### config.mk
export PLATFORM = sky130hd
export DESIGN_NAME = blend_layer_sorter_flat
export DESIGN_NICKNAME = d
export VERILOG_FILES = /design/src/rtl/blend_layer_sorter_pkg.sv /design/src/rtl/blend_layer_sorter_if.sv /design/src/rtl/blend_layer_sorter_rank_insert.sv /design/src/rtl/blend_layer_sorter.sv /design/src/flat_wrapper.sv
export SDC_FILE = /design/constraint.sdc
export NUM_CORES = 1
export LEC_CHECK = 0
export CORE_MARGIN = 4
export CORE_UTILIZATION = 45
export DETAILED_ROUTE_END_ITERATION = 7
export PLACE_DENSITY_LB_ADDON = 0.12
export SYNTH_ARGS = -nofsm -noshare
export SYNTH_HDL_FRONTEND = slang
export SYNTH_SLANG_ARGS = --single-unit
### constraint.sdc
create_clock -name clock -period 16.9 [get_ports clock]
set_clock_uncertainty 0.2 [all_clocks]
set_input_delay 3.38 -clock clock [delete_from_list [all_inputs] [get_ports clock]]
set_output_delay 3.38 -clock clock [all_outputs]
set_load 0.005 [all_outputs]
### src/rtl/blend_layer_sorter_pkg.sv
// gfx_layer_pkg: shared types for the blend layer sorter.
//   layer_desc_t  : 20-bit layer descriptor handed to the special colour processor
//   layer_cand_t  : one ranked candidate {descriptor, BGR555 colour, rank}
//   sort_state_t  : sorter FSM states
//   backdrop_cand : builds the backdrop candidate (rank below every real layer)
package gfx_layer_pkg;
  localparam int DESC_W    = 20;
  localparam int DESC_OBJ  = 17;
  localparam int DESC_BD   = 16;
  localparam int DESC_SEMI = 13;
  localparam int DESC_BG   = 8;   // lsb of the 2-bit BG index field
  localparam int RANK_W    = 3;
  localparam int COLOR_W   = 15;

  localparam logic [RANK_W-1:0] BACKDROP_RANK = 3'd4;

  typedef logic [DESC_W-1:0] layer_desc_t;

  typedef struct packed {
    layer_desc_t              desc;
    logic [COLOR_W-1:0]       color;
    logic [RANK_W-1:0]        rank;
  } layer_cand_t;

  typedef enum logic [1:0] {S_IDLE, S_SCAN, S_DONE} sort_state_t;

  function automatic layer_cand_t backdrop_cand(input logic [COLOR_W-1:0] c);
    layer_cand_t r;
    r              = '0;
    r.desc[DESC_BD] = 1'b1;
    r.color        = c;
    r.rank         = BACKDROP_RANK;
    return r;
  endfunction
endpackage

### src/rtl/blend_layer_sorter_if.sv
// Pixel bundle in / sorted layer pair out, both valid/ready.
//   master : line-fetch / blend side (drives bundle and out_ready)
//   slave  : the sorter
interface blend_layer_sorter_if #(
  parameter int NUM_BG = 4,
  parameter int PRIO_W = 2
);
  logic                     in_valid;
  logic                     in_ready;
  logic [16*NUM_BG-1:0]     bg_color;
  logic [NUM_BG-1:0]        bg_opaque;
  logic [NUM_BG-1:0]        bg_enable;
  logic [PRIO_W*NUM_BG-1:0] bg_prio;
  logic [15:0]              obj_color;
  logic                     obj_opaque;
  logic                     obj_enable;
  logic [PRIO_W-1:0]        obj_prio;
  logic                     obj_semitrans;
  logic [15:0]              backdrop_color;
  logic                     out_valid;
  logic                     out_ready;
  logic [19:0]              layer0;
  logic [19:0]              layer1;
  logic [15:0]              color0;
  logic [15:0]              color1;

  modport master (
    output in_valid, bg_color, bg_opaque, bg_enable, bg_prio,
           obj_color, obj_opaque, obj_enable, obj_prio, obj_semitrans,
           backdrop_color, out_ready,
    input  in_ready, out_valid, layer0, layer1, color0, color1
  );

  modport slave (
    input  in_valid, bg_color, bg_opaque, bg_enable, bg_prio,
           obj_color, obj_opaque, obj_enable, obj_prio, obj_semitrans,
           backdrop_color, out_ready,
    output in_ready, out_valid, layer0, layer1, color0, color1
  );
endinterface

### src/rtl/blend_layer_sorter_rank_insert.sv
// layer_rank_insert: combinational insert of one candidate into the running
// {best, second} pair. Strict '<' so an earlier-scanned candidate keeps its
// place on a rank tie.
//   live           : candidate is enabled and opaque
//   cand           : candidate being scanned
//   best/second    : current top two
//   best_n/second_n: updated top two
module layer_rank_insert
  import gfx_layer_pkg::*;
(
  input  logic        live,
  input  layer_cand_t cand,
  input  layer_cand_t best,
  input  layer_cand_t second,
  output layer_cand_t best_n,
  output layer_cand_t second_n
);
  always_comb begin
    best_n   = best;
    second_n = second;
    if (live && (cand.rank < best.rank)) begin
      best_n   = cand;
      second_n = best;
    end else if (live && (cand.rank < second.rank)) begin
      second_n = cand;
    end
  end
endmodule

### src/rtl/blend_layer_sorter.sv
// blend_layer_sorter: ranks OBJ, BG0..BG(NUM_BG-1) and the backdrop for one
// pixel and returns the two frontmost layers (1st/2nd blend targets).
//   clock, reset : rising-edge clock, synchronous active-high reset
//   bus (slave)  : bundle in (in_valid/in_ready), result out (out_valid/out_ready,
//                  layer0/layer1 descriptors, color0/color1 BGR555)
// One pixel in flight: accept in IDLE, one candidate per SCAN cycle (OBJ
// first, then BGs in index order), result held in DONE until out_ready.
module blend_layer_sorter
  import gfx_layer_pkg::*;
#(
  parameter int NUM_BG = 4,
  parameter int PRIO_W = 2
) (
  input  logic                 clock,
  input  logic                 reset,
  blend_layer_sorter_if.slave  bus
);
  localparam int IDX_W = $clog2(NUM_BG + 1);

  sort_state_t state, state_n;
  logic [IDX_W-1:0] idx;
  logic accept, last;

  // Bundle captured at accept; enable & opaque folded into one live bit.
  logic [NUM_BG-1:0][COLOR_W-1:0] bg_color_q;
  logic [NUM_BG-1:0][PRIO_W-1:0]  bg_prio_q;
  logic [NUM_BG-1:0]              bg_live_q;
  logic [COLOR_W-1:0]             obj_color_q;
  logic [PRIO_W-1:0]              obj_prio_q;
  logic                           obj_live_q;
  logic                           obj_semi_q;

  layer_cand_t best, second, best_n, second_n, cand;
  logic        cand_live;

  layer_desc_t        layer0_q, layer1_q;
  logic [COLOR_W-1:0] color0_q, color1_q;

  assign accept = (state == S_IDLE) && bus.in_valid;
  assign last   = (idx == IDX_W'(NUM_BG));

  always_ff @(posedge clock) begin
    if (reset) state <= S_IDLE;
    else       state <= state_n;
  end

  always_comb begin
    state_n = state;
    case (state)
      S_IDLE: if (bus.in_valid)  state_n = S_SCAN;
      S_SCAN: if (last)          state_n = S_DONE;
      S_DONE: if (bus.out_ready) state_n = S_IDLE;
      default:                   state_n = S_IDLE;
    endcase
  end

  // Candidate for the current scan slot: idx 0 = OBJ, idx k = BG(k-1).
  always_comb begin
    cand      = '0;
    cand_live = 1'b0;
    if (idx == '0) begin
      cand_live                = obj_live_q;
      cand.desc[DESC_OBJ]      = 1'b1;
      cand.desc[DESC_SEMI]     = obj_semi_q;
      cand.desc[PRIO_W-1:0]    = obj_prio_q;
      cand.color               = obj_color_q;
      cand.rank                = RANK_W'(obj_prio_q);
    end
    for (int i = 0; i < NUM_BG; i++) begin
      if (idx == IDX_W'(i + 1)) begin
        cand_live               = bg_live_q[i];
        cand.desc[DESC_BG +: 2] = 2'(i);
        cand.desc[PRIO_W-1:0]   = bg_prio_q[i];
        cand.color              = bg_color_q[i];
        cand.rank               = RANK_W'(bg_prio_q[i]);
      end
    end
  end

  layer_rank_insert u_insert (
    .live     (cand_live),
    .cand     (cand),
    .best     (best),
    .second   (second),
    .best_n   (best_n),
    .second_n (second_n)
  );

  always_ff @(posedge clock) begin
    if (reset) begin
      idx      <= '0;
      layer0_q <= '0;
      layer1_q <= '0;
      color0_q <= '0;
      color1_q <= '0;
    end else begin
      if (accept) begin
        for (int i = 0; i < NUM_BG; i++) begin
          bg_color_q[i] <= bus.bg_color[16*i +: COLOR_W];
          bg_prio_q[i]  <= bus.bg_prio[PRIO_W*i +: PRIO_W];
          bg_live_q[i]  <= bus.bg_enable[i] & bus.bg_opaque[i];
        end
        obj_color_q <= bus.obj_color[COLOR_W-1:0];
        obj_prio_q  <= bus.obj_prio;
        obj_live_q  <= bus.obj_enable & bus.obj_opaque;
        obj_semi_q  <= bus.obj_semitrans;
        best        <= backdrop_cand(bus.backdrop_color[COLOR_W-1:0]);
        second      <= backdrop_cand(bus.backdrop_color[COLOR_W-1:0]);
        idx         <= '0;
      end
      if (state == S_SCAN) begin
        best   <= best_n;
        second <= second_n;
        idx    <= idx + 1'b1;
        // Result registers load straight from the final insert so DONE
        // starts the cycle after the last candidate.
        if (last) begin
          layer0_q <= best_n.desc;
          layer1_q <= second_n.desc;
          color0_q <= best_n.color;
          color1_q <= second_n.color;
        end
      end
    end
  end

  assign bus.in_ready  = (state == S_IDLE);
  assign bus.out_valid = (state == S_DONE);
  assign bus.layer0    = layer0_q;
  assign bus.layer1    = layer1_q;
  assign bus.color0    = {1'b0, color0_q};
  assign bus.color1    = {1'b0, color1_q};

  // Input colour bit 15 carries no meaning here; output bit 15 is always 0.
  logic unused_msb;
  always_comb begin
    unused_msb = bus.obj_color[15] ^ bus.backdrop_color[15];
    for (int i = 0; i < NUM_BG; i++) unused_msb = unused_msb ^ bus.bg_color[16*i+15];
  end
endmodule
### src/flat_wrapper.sv
// flat-port wrapper written by rule: the top's interface ports become plain ports
module blend_layer_sorter_flat import gfx_layer_pkg::*;
#(
  parameter int NUM_BG = 4,
  parameter int PRIO_W = 2
)
  (clock, reset, bus_in_valid, bus_bg_color, bus_bg_opaque, bus_bg_enable, bus_bg_prio, bus_obj_color, bus_obj_opaque, bus_obj_enable, bus_obj_prio, bus_obj_semitrans, bus_backdrop_color, bus_out_ready, bus_in_ready, bus_out_valid, bus_layer0, bus_layer1, bus_color0, bus_color1);
  blend_layer_sorter_if #(.NUM_BG(NUM_BG), .PRIO_W(PRIO_W)) bus_i ();
  input  logic clock;
  input  logic reset;
  input wire logic [$bits(bus_i.in_valid)-1:0] bus_in_valid;
  input wire logic [$bits(bus_i.bg_color)-1:0] bus_bg_color;
  input wire logic [$bits(bus_i.bg_opaque)-1:0] bus_bg_opaque;
  input wire logic [$bits(bus_i.bg_enable)-1:0] bus_bg_enable;
  input wire logic [$bits(bus_i.bg_prio)-1:0] bus_bg_prio;
  input wire logic [$bits(bus_i.obj_color)-1:0] bus_obj_color;
  input wire logic [$bits(bus_i.obj_opaque)-1:0] bus_obj_opaque;
  input wire logic [$bits(bus_i.obj_enable)-1:0] bus_obj_enable;
  input wire logic [$bits(bus_i.obj_prio)-1:0] bus_obj_prio;
  input wire logic [$bits(bus_i.obj_semitrans)-1:0] bus_obj_semitrans;
  input wire logic [$bits(bus_i.backdrop_color)-1:0] bus_backdrop_color;
  input wire logic [$bits(bus_i.out_ready)-1:0] bus_out_ready;
  output wire logic [$bits(bus_i.in_ready)-1:0] bus_in_ready;
  output wire logic [$bits(bus_i.out_valid)-1:0] bus_out_valid;
  output wire logic [$bits(bus_i.layer0)-1:0] bus_layer0;
  output wire logic [$bits(bus_i.layer1)-1:0] bus_layer1;
  output wire logic [$bits(bus_i.color0)-1:0] bus_color0;
  output wire logic [$bits(bus_i.color1)-1:0] bus_color1;
  assign bus_i.in_valid = bus_in_valid;
  assign bus_i.bg_color = bus_bg_color;
  assign bus_i.bg_opaque = bus_bg_opaque;
  assign bus_i.bg_enable = bus_bg_enable;
  assign bus_i.bg_prio = bus_bg_prio;
  assign bus_i.obj_color = bus_obj_color;
  assign bus_i.obj_opaque = bus_obj_opaque;
  assign bus_i.obj_enable = bus_obj_enable;
  assign bus_i.obj_prio = bus_obj_prio;
  assign bus_i.obj_semitrans = bus_obj_semitrans;
  assign bus_i.backdrop_color = bus_backdrop_color;
  assign bus_i.out_ready = bus_out_ready;
  assign bus_in_ready = bus_i.in_ready;
  assign bus_out_valid = bus_i.out_valid;
  assign bus_layer0 = bus_i.layer0;
  assign bus_layer1 = bus_i.layer1;
  assign bus_color0 = bus_i.color0;
  assign bus_color1 = bus_i.color1;
  blend_layer_sorter #(.NUM_BG(NUM_BG), .PRIO_W(PRIO_W)) u_core (.clock(clock), .reset(reset), .bus(bus_i));
endmodule
After elaboration in Yosys (flattened, before gate mapping)
Index checks and enable logic that the tools add are counted.
{"block": "word_totals", "ff_bits": 242, "latch_bits": 0, "mem_bits_rw": 0, "mem_bits_ro": 0, "input_bits": 121, "out_inout_bits": 74, "elab_cells": 84, "memories": 0}
{"block": "classes", "n_addsub": 1, "mul": 0, "div": 0, "magnitude_cmp": 2, "n_eq_ne": 11, "shifts": 0, "muxes": 27, "n_bitwise": 6, "reduce_logical": 12}
{"op": "$mux W38", "n": 6}
{"op": "$mux W20", "n": 5}
{"op": "$mux W2", "n": 5}
{"op": "$reduce_and A3 Y1", "n": 3}
{"op": "$mux W1", "n": 8}
{"op": "$eq A3 B2 Y1 const B", "n": 2}
{"op": "$lt A3 B3 Y1", "n": 2}
{"op": "$mux W3", "n": 2}
{"op": "$ne A2 B2 Y1 const B", "n": 3}
{"op": "$pmux W2 S3", "n": 1}
{"op": "$reduce_and A2 Y1", "n": 3}
{"op": "$and A1 B1 Y1", "n": 5}
{"op": "$add A3 B1 Y3 const B", "n": 1}
{"op": "$eq A3 B1 Y1 const B", "n": 1}
{"op": "$eq A3 B3 Y1 const B", "n": 1}
{"op": "$logic_and A1 B1 Y1", "n": 3}
{"op": "$logic_not A3 Y1", "n": 1}
{"op": "$ne A3 B3 Y1 const B", "n": 1}
{"op": "$eq A2 B1 Y1 const B", "n": 1}
{"op": "$eq A2 B2 Y1 const B", "n": 1}
{"op": "$logic_not A2 Y1", "n": 1}
{"op": "$ne A2 B1 Y1 const B", "n": 1}
{"op": "$reduce_bool A2 Y1", "n": 1}
{"op": "$not A1 Y1", "n": 1}

Logic depth before layout (Yosys ltp)
Gate-level depths: netlist of run 1.
{"block": "depth", "ltp_word": 11, "mapped_depth": 16, "depth_no_buf": 13}

Cells and area by module
A second synthesis of run 1 with hierarchy kept.
{"block": "hier_totals", "cells_unflattened": 938, "area_unflattened_um2": 10855.4}
{"mod": "blend_layer_sorter", "instances": 1, "cells_per_inst": 792, "area_per_inst_um2": 9237.6}
{"mod": "layer_rank_insert", "instances": 1, "cells_per_inst": 146, "area_per_inst_um2": 1617.8}

Least setup slack after synthesis of run 1
Ideal clock, no wire load.
{"block": "synth_path", "path_type": "in2reg", "startpoint": "in reset", "endpoint": "reg u_core.bg_color_q[0] (netlist bit), enable pin", "setup_time_ns": 0.796, "arrival_time_ns": 12.884, "path_slack_ns": 3.020, "path_stages": 2, "n_path_buf": 1, "path_cell_list": "clkbuf_1 nor4b_1"}
{"block": "synth_via", "elab_chain_cells": 2}
{"item": "start, declared", "line": "flat_wrapper.sv:10", "text": "input logic reset;"}
{"item": "$not A1 Y1 (no line)"}
{"item": "$reduce_and A2 Y1 (no line)"}
{"item": "end signal, assigned by index", "line": "blend_layer_sorter.sv:99", "text": "bg_color_q[i] <= bus.bg_color[16*i +: COLOR_W];"}
{"item": "end, declared", "line": "blend_layer_sorter.sv:25", "text": "logic [NUM_BG-1:0][COLOR_W-1:0] bg_color_q;"}
Every way passes these cells.
A chain may end at the register's enable or synchronous reset.

Final worst setup path of run 1
{"block": "layout_path", "startpoint": "reg u_core.state[1]", "endpoint": "out bus_out_valid"}
{"block": "layout_via", "elab_chain_cells": 1}
{"item": "start, declared", "line": "blend_layer_sorter.sv:20", "text": "sort_state_t state, state_n;"}
{"item": "start signal, assigned", "line": "blend_layer_sorter.sv:44", "text": "else state <= state_n;"}
{"item": "$eq A2 B2 Y1", "line": "blend_layer_sorter.sv:128", "text": "assign bus.out_valid = (state == S_DONE);"}
{"item": "end, declared", "line": "flat_wrapper.sv:24", "text": "output wire logic [$bits(bus_i.out_valid)-1:0] bus_out_valid;"}
Every way passes these cells.

==> reports/metrics.csv, run 1 <==
stage,metric,value,unit
clock_network,CTS Buffer Depth,3,
floorplanning,die width,157,um
worst_setup_path,Critical Path RT,13.32,ns
timing,TNS Setup,0,ns
routing,detailed-router iteration count before antenna repair,5,
worst_hold_path,type of the worst min-delay path,reg -> reg,
placed_design,HPWL after DPL,15.6,mm
timing,Fin Hold WS,0.248,ns
final_layout,area grow syn2layout,28.1,%
timing,Slew Limit Headroom,24.9,%
timing,fmax,0.189,GHz
routing,initial drt markers,531,
final_layout,diode count,0,
synth,Synth area leader,edfxtp_1,
timing,RSZ-0062 raised after global routing,false,
worst_setup_path,Reg-to-Reg Start,u_core.idx[0],
worst_setup_path,CP Capture Type,primary output,
timing,fin crit share,31.2,%
routing,DRC errors left,0,
synth,share of the synthesized area in the top cell type,50.4,%
synth,synthesized instance count,855,
routing,Post-Route WL,24.3,mm
clock_network,post_cts resized,0,
floorplanning,Die H,157,um
timing,Slew @ Worst Pin,1.13,ns
synth,"Top FF cell, synth",edfxtp_1,
synth,number of synthesized flops with an enable pin,167,
clock_network,clock-pin slew on the worst setup and hold paths,0.06,ns
floorplanning,die area,0.0245,mm^2
worst_setup_path,Crit Path Max Fanout,5,
clock_network,TritonCTS Buffers,26,
timing,Pins Over Slew Limit,0,
final_layout,layout net count,1138,
worst_setup_path,critical path type,reg -> out,
floorplanning,I/O pin count,195,
final_layout,FILL cells,1826,
final_layout,multi-input logic area,0.00301,mm^2
clock_network,CTS root buf,clkbuf_16,
placed_design,IO buf count,186,
power,leakage power,0.00440,uW
timing,minimum clock period,5.28,ns
clock_network,clk_lat worst skew,0.52,ns
grt,GRT overflow,0,
clock_network,TritonCTS Sinks,242,
grt,largest net degree at the start of global routing,92,
worst_hold_path,min-delay src,u_core.bus.layer0[12],
grt,initial antenna violation count,1,
synth,Synth warnings,0,
synth,Synth Register Bits,242,
final_layout,share of cells above drive strength 1,6.02,%
timing,endpoints failing hold,0,
flow_run,max-capacitance violation count,0,
synth,most frequent cell after synthesis,edfxtp_1,
grt,first-pass GRT wire length,37.9,mm
worst_setup_path,critical path launch point,u_core.state[1],
worst_setup_path,startpoint types,register,
clock_network,H-tree Lvls,1,
floorplanning,row count,54,
synth,sequential-to-total area share from yosys stat,65.5,%
synth,cell area after synthesis,0.00994,mm^2
worst_setup_path,Worst EP arrival,1.70,ns
power,PD cells,107,mW/mm^2
clock_network,hold buffer count at CTS,0,
placed_design,Final Wtd Congestion,0.796,
synth,synthesized area per cell,11.6,um^2
grt,gr usage total,19.3,%
routing,Vias,7251,
synth,list of most frequent post-synthesis cells,"167 x edfxtp_1, 75 x dfxtp_1, 75 x nor2_1, 72 x nand2_1, 57 x a21oi_1",
final_layout,Storage cell area,0.00652,mm^2
timing,final setup fails,0,
clock_network,post-CTS setup buffer count,0,
floorplanning,core region area,0.0218,mm^2
power,VDD IR max,0.0761,mV
floorplanning,starting density of the core,45.7,%
routing,Vias per Instance,5.54,
grt,vias in the first global route,6921,
routing,Final ANT Viol Nets,0,
synth,"Distinct cells, synth",50,
status,status,finished clean,
routing,routed length per instance,18.6,um
synth,Async SR Flop Fraction,0,%
synth,ranking of synthesized cells by area,"edfxtp_1 50%, dfxtp_1 15%, a21oi_1 2.9%",
clock_network,TritonCTS clock tree,built,
## power by group
part,switching [uW],internal [uW],total [uW]
Sequential,8.16,662,670
Clock,222,323,544
Combinational,86.7,56.9,144
Total,316,1040,1360
## stage by stage
stage	instance area (um^2)	setup WS (ns)	util (%)	total power, uW	instances
floorplan	9950	3.02	-	772	856
global placement	11900	11.17	54.8	824	1262
detailed placement	11900	11.17	54.8	827	1262
CTS	12700	11.59	58.5	1370	1310
global route	12700	11.52	58.5	1410	1310
finish	12700	11.62	58.5	1360	1310
## critical path, stage by stage, from the launching register on
cell and delay (ns):
dfxtp_1 0.41, nor2b_1 0.20, clkdlybuf4s50_1 0.57
## worst paths after layout
check / slack [ns] / depth (start not counted) / endpoint
setup / recovery: 11.62 / 2 / bus_out_valid
hold reg to reg: 0.25 / 2 / u_core.bus.layer0[12]
setup reg to reg: 11.99 / 15 / u_core.second[19]
hold / removal: 0.25 / 2 / u_core.bus.layer0[12]
## state kept, by name (all words and copies together) (netlist names), 3 cells and up
| register | flops |
|---|---|
| u_core.bg_color_q | 60 |
| u_core.best | 38 |
| u_core.second | 38 |
| u_core.bus.layer0 | 20 |
| u_core.bus.layer1 | 20 |
| u_core.color0_q | 15 |
| u_core.color1_q | 15 |
| u_core.obj_color_q | 15 |
| u_core.bg_prio_q | 8 |
| u_core.bg_live_q | 4 |
| u_core.idx | 3 |
## placed cells by master (no fill, tap or decap), types with 4 or more instances in the layout
cell,n
dfxtp_1,75
and3_1,18
a22oi_1,18
clkbuf_1,13
nand2_1,71
a211oi_1,36
buf_4,13
nand3_1,16
a221oi_1,14
a21oi_1,57
o221ai_1,15
nor2_1,73
ha_1,7
clkdlybuf4s50_1,185
o21ai_1,4
nand3b_1,35
nand4_1,14
nor2b_1,4
edfxtp_1,167
nor3_1,19
o22ai_1,15
mux2i_1,5
inv_1,22
and2_1,9
clkbuf_16,27
o21ai_0,47
## per-layer routing
metal	global-route usage, %	share of wire [%]
met1	28.3	46
met5	0	0.074
met2	29.4	45
met3	4.29	7.7
met4	4.96	2.0
## cell type report
type | instances | share of cell area [%]
clock buffers | 43 | 6.01
repair buffers | 199 | 15.3
inverters | 24 | 0.707
flip-flops and latches | 242 | 51.2
clock inverters | 5 | 0.403
well taps | 280 | 2.75
multi-input cells | 517 | 23.6
## cell families after synthesis
family,Yosys count,synth area share (%)
other,1,0.0377
adders and majority gates,7,0.881
buffers and inverters,97,4.45
AOI/OAI and AO/OA,228,14.9
DFF,242,65.5
and+or+nand+nor,275,13.6
muxes,5,0.503
No activity file was read; power rests on OpenSTA's default activity.
==> run 2: changes to the inputs <==
Clock period 16.9 ns to 4.65 ns, I/O delays scaled along.
==> run 2 against run 1 <==
Net effect:
- worst hold slack got worse by 0.0021 ns
- core utilization increased by 0.48 points
- wire length about the same
- sequential power grew to 3.6 times the previous value
- largest power group unchanged
- highest routed layer is now met4
==> reports/metrics.csv, run 2 (synthesis gave the netlist of run 1 again) <==
stage,metric,value,unit
routing,Vias per Instance,5.49,
worst_setup_path,Crit Path Max Fanout,21,
floorplanning,core region area,0.0218,mm^2
power,PD cells,384,mW/mm^2
floorplanning,row count,54,
clock_network,clock-pin slew on the worst setup and hold paths,0.06,ns
worst_setup_path,critical path type,reg -> reg,
power,leakage power,0.00447,uW
worst_setup_path,Slowest cell on crit path,a21oi_2,
grt,largest net degree at the start of global routing,89,
routing,initial drt markers,470,
power,Pint,3770,uW
worst_setup_path,worst stage delay on the critical path,0.81,ns
routing,DRC errors left,0,
routing,metal1 wirelength,11.2,mm
placed_design,placed cells,1273,
routing,detailed-router iteration count before antenna repair,6,
clock_network,clk_lat worst skew,0.52,ns
final_layout,max FFs per register,60,
power,net switching power,1160,uW
timing,final setup fails,0,
clock_network,TritonCTS clock tree,built,
placed_design,HPWL after DPL,16.2,mm
worst_setup_path,startpoint types,register,
floorplanning,die area,0.0245,mm^2
floorplanning,die width,157,um
placed_design,placed inst area,0.0120,mm^2
routing,met3 routed WL,1.74,mm
final_layout,largest registers,"u_core.bg_color_q x60, u_core.best x38, u_core.second x38",
power,Combinational Power Share,10.9,%
power,VDD IR max,0.277,mV
grt,first-pass GRT wire length,38.1,mm
timing,RSZ-0062 raised after global routing,false,
grt,GRT overflow,0,
clock_network,H-tree Lvls,1,
power,power share of the sequential group,49.5,%
worst_setup_path,Bufs and invs on worst path,3,
final_layout,"commonest non-fill, non-tap cell in the layout",clkdlybuf4s50_1,
final_layout,share of cells above drive strength 1,7.20,%
floorplanning,starting density of the core,45.7,%
timing,endpoints failing hold,0,
floorplanning,I/O pin count,195,
clock_network,TritonCTS Sinks,242,
grt,gr usage total,19.3,%
routing,routed length per instance,18.4,um
flow_run,max-capacitance violation count,0,
clock_network,CTS Buffer Depth,3,
clock_network,TritonCTS Buffers,26,
worst_hold_path,type of the worst min-delay path,reg -> reg,
worst_setup_path,Worst EP arrival,4.06,ns
final_layout,"Core Util, Final",59.0,%
worst_setup_path,crit-path leading delay family,compound AO/OA/AOI/OAI gates,
clock_network,CTS root buf,clkbuf_16,
status,status,finished clean,
clock_network,hold buffer count at CTS,0,
timing,minimum clock period,3.92,ns
routing,WL met2,11.1,mm
final_layout,layout net count,1149,
final_layout,Storage cell area,0.00652,mm^2
timing,Pins Over Slew Limit,0,
timing,Slew @ Worst Pin,0.969,ns
power,portion of total power attributed to the clock network,39.6,%
placed_design,IO buf count,186,
worst_setup_path,CP Capture Type,register,
clock_network,post-CTS setup buffer count,0,
worst_setup_path,Critical Path RT,4.79,ns
placed_design,Final Wtd Congestion,0.794,
routing,Vias,7256,
final_layout,Post-Layout Cell Count,1322,
clock_network,post_cts resized,0,
grt,initial antenna violation count,0,
worst_setup_path,CP Cell Sequence,inv_1 > ha_1 > buf_4 > a21oi_1 > o21ai_0 > a32oi_1 > a21oi_1 > buf_4 > ha_1 > nor2b_1 > o211ai_1 > a21oi_2 > o221ai_1 > o21ai_0,
final_layout,area grow syn2layout,29.2,%
timing,TNS Setup,0,ns
grt,vias in the first global route,7080,
timing,Slew Limit Headroom,35.4,%
floorplanning,Die H,157,um
timing,fmax,0.255,GHz
final_layout,FILL cells,1850,
timing,fin crit share,84.3,%
final_layout,Top reg by flops,u_core.bg_color_q,
routing,DR top layer,met4,
final_layout,post-route design area,0.0128,mm^2
routing,Final ANT Viol Nets,0,
routing,Post-Route WL,24.4,mm
power,switching share of power,23.5,%
final_layout,most frequent cells in the layout,"185 x clkdlybuf4s50_1, 167 x edfxtp_1, 75 x dfxtp_1, 74 x nor2_1, 71 x nand2_1",
final_layout,multi-input logic area,0.00302,mm^2
==> run 2: cell count changes in the layout (fill, tap and decap cells not counted), moves of 2 or more <==
| cell | before | now |
|---|---|---|
| clkinv_1 | 2 | 4 |
| clkinv_2 | 1 | 3 |
| clkbuf_1 | 13 | 8 |
| buf_4 | 13 | 23 |
==> run 2: cell type report <==
cell class	count	share of cell area, %
Clock inverter	9	0.360
Antenna cell	1	0.0195
Tap cell	280	2.73
Timing Repair Buffer	210	16.0
Inverter	24	0.701
Clock buffer	39	6.01
Multi-Input combinational cell	517	23.5
Sequential cell	242	50.7
==> run 2: per-layer routing <==
layer	GRT usage [%]	vias up
li1	-	3536
met1	27.9	3467
met2	30.2	227
met3	4.42	26
met4	3.64	0
met5	0	-
==> run 2: power groups by stage <==
stage / Clock [uW] / Sequential, uW / Combinational (uW)
6_report: 1950 / 2440 / 539
3_5_place_dp: 0 / 2480 / 537
4_1_cts: 1990 / 2440 / 538
5_1_grt: 2090 / 2440 / 590
3_3_place_gp: 0 / 2480 / 531
2_1_floorplan: 0 / 2480 / 326
==> run 2: worst paths after layout <==
check	start	endpoint	slack, ns	depth (start not counted)
max	u_core.idx[0]	u_core.second[13]	0.73	14
min	u_core.bus.layer0[6]	u_core.bus.layer0[6]	0.25	2
max reg2reg	u_core.idx[0]	u_core.second[13]	0.73	14
min reg2reg	u_core.bus.layer0[6]	u_core.bus.layer0[6]	0.25	2
==> run 2: metrics by stage <==
stage	total power [uW]	hold slack, ns	setup WS, ns
3_5_place_dp	3020	0.245	0.790
2_1_floorplan	2800	0.248	-0.0478
3_3_place_gp	3010	0.241	0.806
4_1_cts	4970	0.252	0.766
6_report	4930	0.246	0.731
5_1_grt	5120	0.282	0.358
==> run 2: worst min-delay path, delay by kind of cell, from the launching register on <==
family / cells / cell delay [ns]
DFF: 1 / 0.30
and+or+nand+nor: 1 / 0.05
AOI/OAI and AO/OA: 1 / 0.05
==> run 3: changes to the inputs <==
Clock period 4.65 ns to 3.55 ns, I/O delays scaled along.
==> run 3 against run 2 <==
Net effect:
- die area unchanged
- critical path type unchanged
- first-iteration DRC count up 10%
- power up 35%
==> reports/metrics.csv, run 3 (synthesis gave the netlist of run 1 again) <==
stage,metric,value,unit
status,status,finished clean,
clock_network,clock-pin slew on the worst setup and hold paths,0.06,ns
timing,RSZ-0062 raised after global routing,false,
final_layout,area grow syn2layout,31.4,%
timing,fmax,0.300,GHz
grt,largest net degree at the start of global routing,91,
routing,detailed-router iteration count before antenna repair,5,
clock_network,clk_lat worst skew,0.53,ns
placed_design,Final Wtd Congestion,0.810,
timing,fin crit share,94.1,%
timing,Pins Over Slew Limit,0,
timing,fin worst setup slack,0.211,ns
timing,final setup fails,0,
grt,gr usage total,19.3,%
grt,first-pass GRT wire length,37.8,mm
flow_run,max-capacitance violation count,0,
worst_setup_path,CP Cell Sequence,ha_1 > ha_1 > buf_4 > a32oi_1 > a21oi_2 > buf_4 > ha_1 > o21bai_1 > buf_4 > a31o_2 > and3_1 > a222oi_1 > nor2_1,
routing,Post-Route WL,24.6,mm
power,leakage power,0.00456,uW
power,total power,6640,uW
placed_design,HPWL after DPL,16.4,mm
final_layout,layout net count,1158,
floorplanning,core region area,0.0218,mm^2
routing,DRC errors left,0,
clock_network,CTS Buffer Depth,3,
final_layout,most frequent cells in the layout,"185 x clkdlybuf4s50_1, 167 x edfxtp_1, 74 x nor2_1, 73 x dfxtp_1, 71 x nand2_1",
clock_network,H-tree Lvls,1,
worst_setup_path,critical path type,reg -> reg,
grt,GRT overflow,0,
floorplanning,row count,54,
clock_network,TritonCTS Sinks,242,
worst_setup_path,worst stage delay on the critical path,0.40,ns
worst_setup_path,Slowest cell on crit path,a222oi_1,
placed_design,placed cells,1280,
final_layout,share of cells above drive strength 1,9.06,%
routing,Final ANT Viol Nets,0,
placed_design,worst slack at placement,-0.0643,ns
worst_setup_path,startpoint types,register,
timing,Fin Hold WS,0.249,ns
routing,Vias per Instance,5.51,
timing,minimum clock period,3.34,ns
timing,Slew Limit Headroom,52.5,%
worst_setup_path,Crit Path Max Fanout,9,
grt,initial antenna violation count,1,
final_layout,"commonest non-fill, non-tap cell in the layout",clkdlybuf4s50_1,
floorplanning,die area,0.0245,mm^2
power,VDD IR max,0.318,mV
final_layout,"Core Util, Final",60.1,%
worst_hold_path,type of the worst min-delay path,reg -> reg,
routing,WL met2,11.2,mm
power,PD cells,508,mW/mm^2
grt,vias in the first global route,6972,
floorplanning,die width,157,um
placed_design,IO buf count,186,
timing,endpoints failing hold,0,
final_layout,Top reg by flops,u_core.bg_color_q,
routing,Vias,7333,
timing,Slew @ Worst Pin,0.709,ns
floorplanning,starting density of the core,45.7,%
clock_network,TritonCTS clock tree,built,
clock_network,TritonCTS Buffers,26,
floorplanning,Die H,157,um
final_layout,Post-Layout Cell Count,1331,
routing,routed length per instance,18.5,um
final_layout,max FFs per register,60,
routing,metal1 wirelength,11.0,mm
clock_network,CTS root buf,clkbuf_16,
final_layout,largest registers,"u_core.bg_color_q x60, u_core.best x38, u_core.second x38",
worst_setup_path,Worst EP arrival,3.39,ns
routing,met3 routed WL,1.77,mm
worst_setup_path,Critical Path RT,3.61,ns
floorplanning,I/O pin count,195,
routing,DR top layer,met4,
final_layout,FILL cells,1818,
worst_setup_path,CP Capture Type,register,
routing,initial drt markers,518,
-- run 3: through the flow --
stage	TNS, ns	cell area (um^2)
after floorplan	-84.43	9980
after global placement	0	12100
after detailed placement	-0.377	12100
after CTS	0	13000
after global routing	0	13100
final	0	13100
-- run 3: timing repair --
| item | in CTS | in global routing |
|---|---|---|
| pin swaps | 0 | 4 |
| hold buffers | 0 | 0 |
| gates resized for setup | 2 | 14 |
| setup endpoints to repair | 11 | 111 |
| setup buffers | 0 | 2 |
-- run 3: metal layers --
metal / up-vias / global-route usage (%)
met2: 241 / 30.0
met4: 0 / 5.45
met5: - / 0
met1: 3505 / 27.7
met3: 31 / 4.04
li1: 3556 / -
-- run 3: worst paths after layout --
check	startpoint	endpoint	slack [ns]	cells past startpoint
max	u_core.idx[0]	u_core.second[19]	0.21	13
min	u_core.bus.layer0[6]	u_core.bus.layer0[6]	0.25	2
max reg2reg	u_core.idx[0]	u_core.second[19]	0.21	13
min reg2reg	u_core.bus.layer0[6]	u_core.bus.layer0[6]	0.25	2
-- run 3: layout make-up --
class                           count  area, um^2  area share, %
Sequential cell                   242        6520           49.9
Multi-Input combinational cell    517        3060           23.4
Timing Repair Buffer              219        2170           16.6
Clock buffer                       42         847           6.48
Tap cell                          280         350           2.68
Inverter                           24        90.1          0.689
Clock inverter                      5        26.3          0.201
Antenna cell                        2        5.00         0.0383
-- run 3: critical path, delay by kind of cell (launching register included) --
family                     cells  cell delay [ns]
AOI/OAI and AO/OA              5             1.07
adders and majority gates      3             0.68
buffers and inverters          3             0.49
DFF                            1             0.34
and+or+nand+nor                2             0.29
-- run 3: power breakdown --
| group | internal (uW) | switching, uW |
|---|---|---|
| logic | 320 | 430 |
| registers | 3150 | 41.1 |
| clock network | 1630 | 1070 |
| total | 5100 | 1540 |
==> variant 1 (flow settings as in run 3) <==
Change the package constant `RANK_W` from 3 to 6.
--- a/src/rtl/blend_layer_sorter_pkg.sv
+++ b/src/rtl/blend_layer_sorter_pkg.sv
@@ -9,7 +9,7 @@
   localparam int DESC_BD   = 16;
   localparam int DESC_SEMI = 13;
   localparam int DESC_BG   = 8;   // lsb of the 2-bit BG index field
-  localparam int RANK_W    = 3;
+  localparam int RANK_W    = 6;
   localparam int COLOR_W   = 15;
 
   localparam logic [RANK_W-1:0] BACKDROP_RANK = 3'd4;
Formal check against the unedited RTL: same outputs for any inputs over 4 cycles, from zero or initial values and one cycle with reset high; that may be too few to reach the edited logic, so the function may still have changed.
==> variant 1 against run 3 <==
- total power fell by 3.2%
- area after synthesis rose by 0.52%
- wire length fell by 0.31%
- critical path depth rose by 1
- setup slack improved by 33 ps
- global-route usage fell by 0.059 points
- non-clock buffer count rose by 12
- via count fell by 1.6%
- die area rose by 0.49%
- critical path type unchanged
- design area rose by 1.2%
- sequential cell count did not move
==> variant 1: results (changes against run 3) <==
Outcome
  • Outcome: complete, no violations

Global route
  • Largest net degree at the start of global routing: 85 (-6.6%)
  • Total Routing Usage GR: 19.3% (-0.059 points)
  • Number of global-route vias before repair: 7031 (+0.85%)
  • Number of antenna violations at the first check in global routing: 0 (-1)
  • Wire length of the first global-routing pass: 38200 um (+1.0%)

Yosys
  • Async set or reset register ratio after synthesis: 0% (unchanged)
  • Share of synthesized cell area in full adder, half adder and majority cells: 0.876% (-0.0045 points)
  • Mux cell area share after synthesis: 2.15% (+1.6 points)
  • Post-synth cell types: 52 (+4.0%)
  • Cell types with the highest counts after synthesis: sky130_fd_sc_hd__edfxtp_1, sky130_fd_sc_hd__dfxtp_1, sky130_fd_sc_hd__nor2_1
  • Fraction of the yosys area taken by sequential cells: 65.2% (-0.34 points)
  • Synth Area in Compound Gates: 14.6% (-0.33 points)

Placed design
  • Worst-case setup slack after placement: 46.7 ps (+111 ps)
  • Routability congestion estimate from global placement: 0.825 (+1.9%)
  • Dpl cells: 1279 (-0.078%)
  • Placed inst area: 12400 um2 (+2.5%)
  • Estimated wirelength of the detail-placed design: 16900 um (+2.7%)

Finish
  • Non-filler instance count after layout: 1325 (-0.45%)
  • Fraction of layout cells with a size suffix above 1: 12.2% (+3.1 points)
  • Antenna diode count: 0 (-2)
  • Nets: 1154 (-0.35%)

Power
  • Combinational power share: 12.5% (+1.2 points)
  • Worst supply voltage drop on vdd: 0.000333 V (+4.7%)
  • Static power due to leakage: 4.64 nW (+1.7%)
  • Clock network fraction of design power: 37.8% (-2.8 points)
  • Internal power: 4.89 mW (-4.2%)
  • Clk. pwr: 2.43 mW (-9.7%)

Setup path
  • Slowest cell on crit path: sky130_fd_sc_hd__dfxtp_2
  • Data arrival at the endpoint of the critical path: 3370 ps (-20 ps)
  • Worst Reg2Reg Path Length in Cells: 14 (+1)
  • Crit Path Max Fanout: 6 (-3)

STA
  • Final hold slack: 247 ps (-1.42 ps)
  • Worst rel slew slack: 46.6% (-6.0 points)

Hold path
  • Hold Startpoint: u_core.bus.layer0[15]$_SDFFE_PP0P_
  • Hold endpoint: u_core.bus.layer0[15]$_SDFFE_PP0P_

Routing
  • Number of violations reported at the end of detailed-routing iteration 0: 410 (-21%)
  • Mean routed wirelength per cell: 18.5 um (+0.14%)
  • Via count: 7215 (-1.6%)

Clock tree
  • Number of buffers created by CTS: 25 (-3.8%)
  • Maximum number of buffers from clock root to sink: 3 (unchanged)
==> variant 1: changes by cell type in the layout (fill, tap and decap cells not counted), sizes merged, moves of 3 or more <==
| cell | run 3 | this run |
|---|---|---|
| a21oi | 58 | 32 |
| buf | 34 | 46 |
| clkbuf | 42 | 30 |
| clkinv | 5 | 14 |
| nor2b | 5 | 13 |
| nor3 | 19 | 11 |
| mux2 | 0 | 7 |
| o22a | 0 | 7 |
| mux2i | 5 | 11 |
| nand4 | 14 | 8 |
| o22ai | 15 | 10 |
| a311oi | 1 | 4 |
==> variant 1: worst max-delay path by stage <==
stage                                     from                         endpoint  slack [ps]  cells past startpoint
floorplan                                reset   u_core.bg_color_q[0]$_DFFE_PP_        -930                      2
finish              u_core.idx[0]$_SDFFE_PP0N_        u_core.best[16]$_DFFE_PP_         240                     14
detailed placement  u_core.idx[0]$_SDFFE_PP0N_  u_core.second[35]$_SDFFCE_PN0P_          50                     14
global placement    u_core.idx[0]$_SDFFE_PP0N_  u_core.second[35]$_SDFFCE_PN0P_          90                     14
global route        u_core.idx[0]$_SDFFE_PP0N_        u_core.best[11]$_DFFE_PP_           8                     14
CTS                 u_core.idx[0]$_SDFFE_PP0N_  u_core.second[35]$_SDFFCE_PN0P_          20                     14
==> variant 1: layer usage <==
layer	global-route usage, %	vias to the layer above	share of wire [%]
met5	0	-	0
li1	-	3516	-
met2	30.1	234	45
met4	5.12	0	2.3
met1	28.0	3425	46
met3	3.52	40	7.2
==> variant 1: final cells by class <==
cell class,instances,area [um2]
repair buffers,231,2290
fillers,1819,8600
multi-input cells,502,3220
inverters,24,90.1
clock buffers,30,644
well taps,280,350
flip-flops and latches,242,6520
clock inverters,16,100
==> variant 1: what timing repair did <==
action | in CTS | in global routing
resized for setup | 0 | 17
buffers inserted | 0 | 0
setup endpoints to repair | 0 | 134
==> variant 2 (config.mk and constraints of run 3) <==
Without the edit above. Encoding of `sort_state_t`: now one-hot (3 bits for 3 states).
--- a/src/rtl/blend_layer_sorter_pkg.sv
+++ b/src/rtl/blend_layer_sorter_pkg.sv
@@ -22,7 +22,7 @@
     logic [RANK_W-1:0]        rank;
   } layer_cand_t;
 
-  typedef enum logic [1:0] {S_IDLE, S_SCAN, S_DONE} sort_state_t;
+  typedef enum logic [2:0] {S_IDLE = 3'b001, S_SCAN = 3'b010, S_DONE = 3'b100} sort_state_t;
 
   function automatic layer_cand_t backdrop_cand(input logic [COLOR_W-1:0] c);
     layer_cand_t r;
Check against the original RTL: no difference found for any inputs over 4 cycles, from zero or initial values and one cycle with reset high; so few cycles prove little.
==> variant 2 against run 3 <==
- fmax is 0.49% lower
- setup slack worse by 17 ps
- sequential cell count increased by 1
- area after synthesis up 6.3%
- non-clock buffer count increased by 14
- design area up 4.6%
- synthesized cell count increased by 6.2%
- critical endpoint is now u_core.second[12]$_DFFE_PP_
- critical path depth shrank 1
- total power decreased by 5.8%
- die area grew 6.0%
- wire length is 11% higher
==> variant 2: results (changes against run 3) <==
Setup path
  • Type of the setup path with the least slack: reg2reg
  • Beginning of the worst register-to-register path: u_core.idx[1]$_SDFFE_PP0P_
  • Worst flop-to-flop path endpoint: u_core.second[12]$_DFFE_PP_
  • Slowest cell on crit path: sky130_fd_sc_hd__a311o_1
  • Kind of cell adding the most delay to the critical path: compound AO/OA/AOI/OAI gates
  • Delay contributed by the slowest stage of the critical path: 390 ps
  • Flop2flop setup slack: 190 ps (-20 ps)

Hold path
  • Hold endpoint: u_core.bus.layer0[12]$_SDFFE_PP0P_
  • Hold-critical path depth: 2 (unchanged)
  • Hold Startpoint: u_core.bus.layer0[12]$_SDFFE_PP0P_

Yosys
  • Most used DFF post-synth: sky130_fd_sc_hd__edfxtp_1
  • Cell types with the highest counts after synthesis: sky130_fd_sc_hd__edfxtp_1, sky130_fd_sc_hd__dfxtp_1, sky130_fd_sc_hd__nor2_1
  • Number of synthesized flops with an enable pin: 167 (unchanged)
  • Leading post-synthesis cells by cell area: sky130_fd_sc_hd__edfxtp_1, sky130_fd_sc_hd__dfxtp_1, sky130_fd_sc_hd__a311oi_1, sky130_fd_sc_hd__o41ai_1, sky130_fd_sc_hd__nor2_1
  • Fraction of the yosys area taken by sequential cells: 61.8% (-3.7 points)
  • Post-synth cell types: 61 (+22%)

Finish
  • Biggest regs: u_core.bg_color_q: 60 flops, u_core.best: 38 flops, u_core.second: 38 flops
  • Antenna diode count: 0 (-2)
  • Nets: 1209 (+4.4%)
  • Fraction of layout cells with a size suffix above 1: 9.45% (+0.40 points)

Routing
  • Via/cell ratio: 5.74 (+4.2%)
  • Number of violations reported at the end of detailed-routing iteration 0: 528 (+1.9%)
  • Mean routed wirelength per cell: 19.4 um (+4.9%)

Global route
  • Largest net degree at the start of global routing: 65 (-29%)
  • Number of global-route vias before repair: 7834 (+12%)
  • Number of antenna violations at the first check in global routing: 2 (+1)
  • Total Routing Usage GR: 20.4% (+1.1 points)
  • Wire length of the first global-routing pass: 42800 um (+13%)

Placed design
  • Estimated wirelength of the detail-placed design: 18800 um (+15%)
  • Worst-case setup slack after placement: 21.5 ps (+85.8 ps)
  • Routability congestion estimate from global placement: 0.840 (+3.7%)

STA
  • Worst-margin pin slew: 928 ps (+219 ps)

Power
  • Static power due to leakage: 4.65 nW (+2.1%)
  • Worst supply voltage drop on vdd: 0.000377 V (+19%)

Outcome
  • Outcome: complete, no violations

Clock tree
  • Clk slew on worst S/H paths: 60 ps (about the same)
  • Worst-Skew Late Latency: 520 ps
  • Number of buffers created by CTS: 26 (unchanged)
  • Number of gates given a new drive strength after cts: 0 (-2)
  • # H-tree levels: 1 (unchanged)
  • Setup Fix Bufs, Post-CTS: 0 (unchanged)
variant 2: routing by layer:
metal | part of all wire (%) | routed length, um | track usage (%)
met2 | 47 | 13000 | 33.7
met4 | 2.7 | 736 | 5.47
met5 | 0.080 | 22 | 0
met1 | 43 | 11700 | 27.9
met3 | 6.9 | 1880 | 3.90
variant 2: through the flow:
stage                     std cells  util (%)  cell area (um2)  setup TNS (ps)  hold slack (ps)
final                          1413      59.8            13700               0              252
after floorplan                 909         -            10600          -34000              247
after global routing           1413      59.8            13700           -1.78              276
after CTS                      1412      59.7            13600               0              254
after global placement         1365      56.2            12800               0              240
after detailed placement       1365      56.2            12800               0              246
variant 2: where the power goes:
group          leakage, nW  switching [mW]  internal (mW)
Combinational         2.10           0.289          0.233
Sequential            2.16          0.0310           3.13
Clock                0.391            1.06           1.51
variant 2: how the worst max path moves through the flow:
stage / endpoint / slack, ps
after floorplan: u_core.bg_color_q[0]$_DFFE_PP_ / -370
after global placement: u_core.second[12]$_DFFE_PP_ / 70
after detailed placement: u_core.second[10]$_DFFE_PP_ / 20
after CTS: u_core.second[17]$_DFFE_PP_ / 0.6
after global routing: u_core.second[17]$_DFFE_PP_ / -2
final: u_core.second[12]$_DFFE_PP_ / 190
variant 2: cell type report:
| type | count | area (um2) |
|---|---|---|
| flip-flops and latches | 243 | 6540 |
| repair buffers | 233 | 2300 |
| clock inverters | 7 | 56.3 |
| well taps | 313 | 392 |
| inverters | 9 | 33.8 |
| multi-input cells | 568 | 3610 |
| fillers | 1928 | 9180 |
| clock buffers | 40 | 744 |
variant 2: cell families after synthesis:
group,share of synthesized area (%)
and+or+nand+nor,14.2
other,0.0355
adders and majority gates,0.828
AOI/OAI and AO/OA,18.4
DFF,61.8
buffers and inverters,4.69
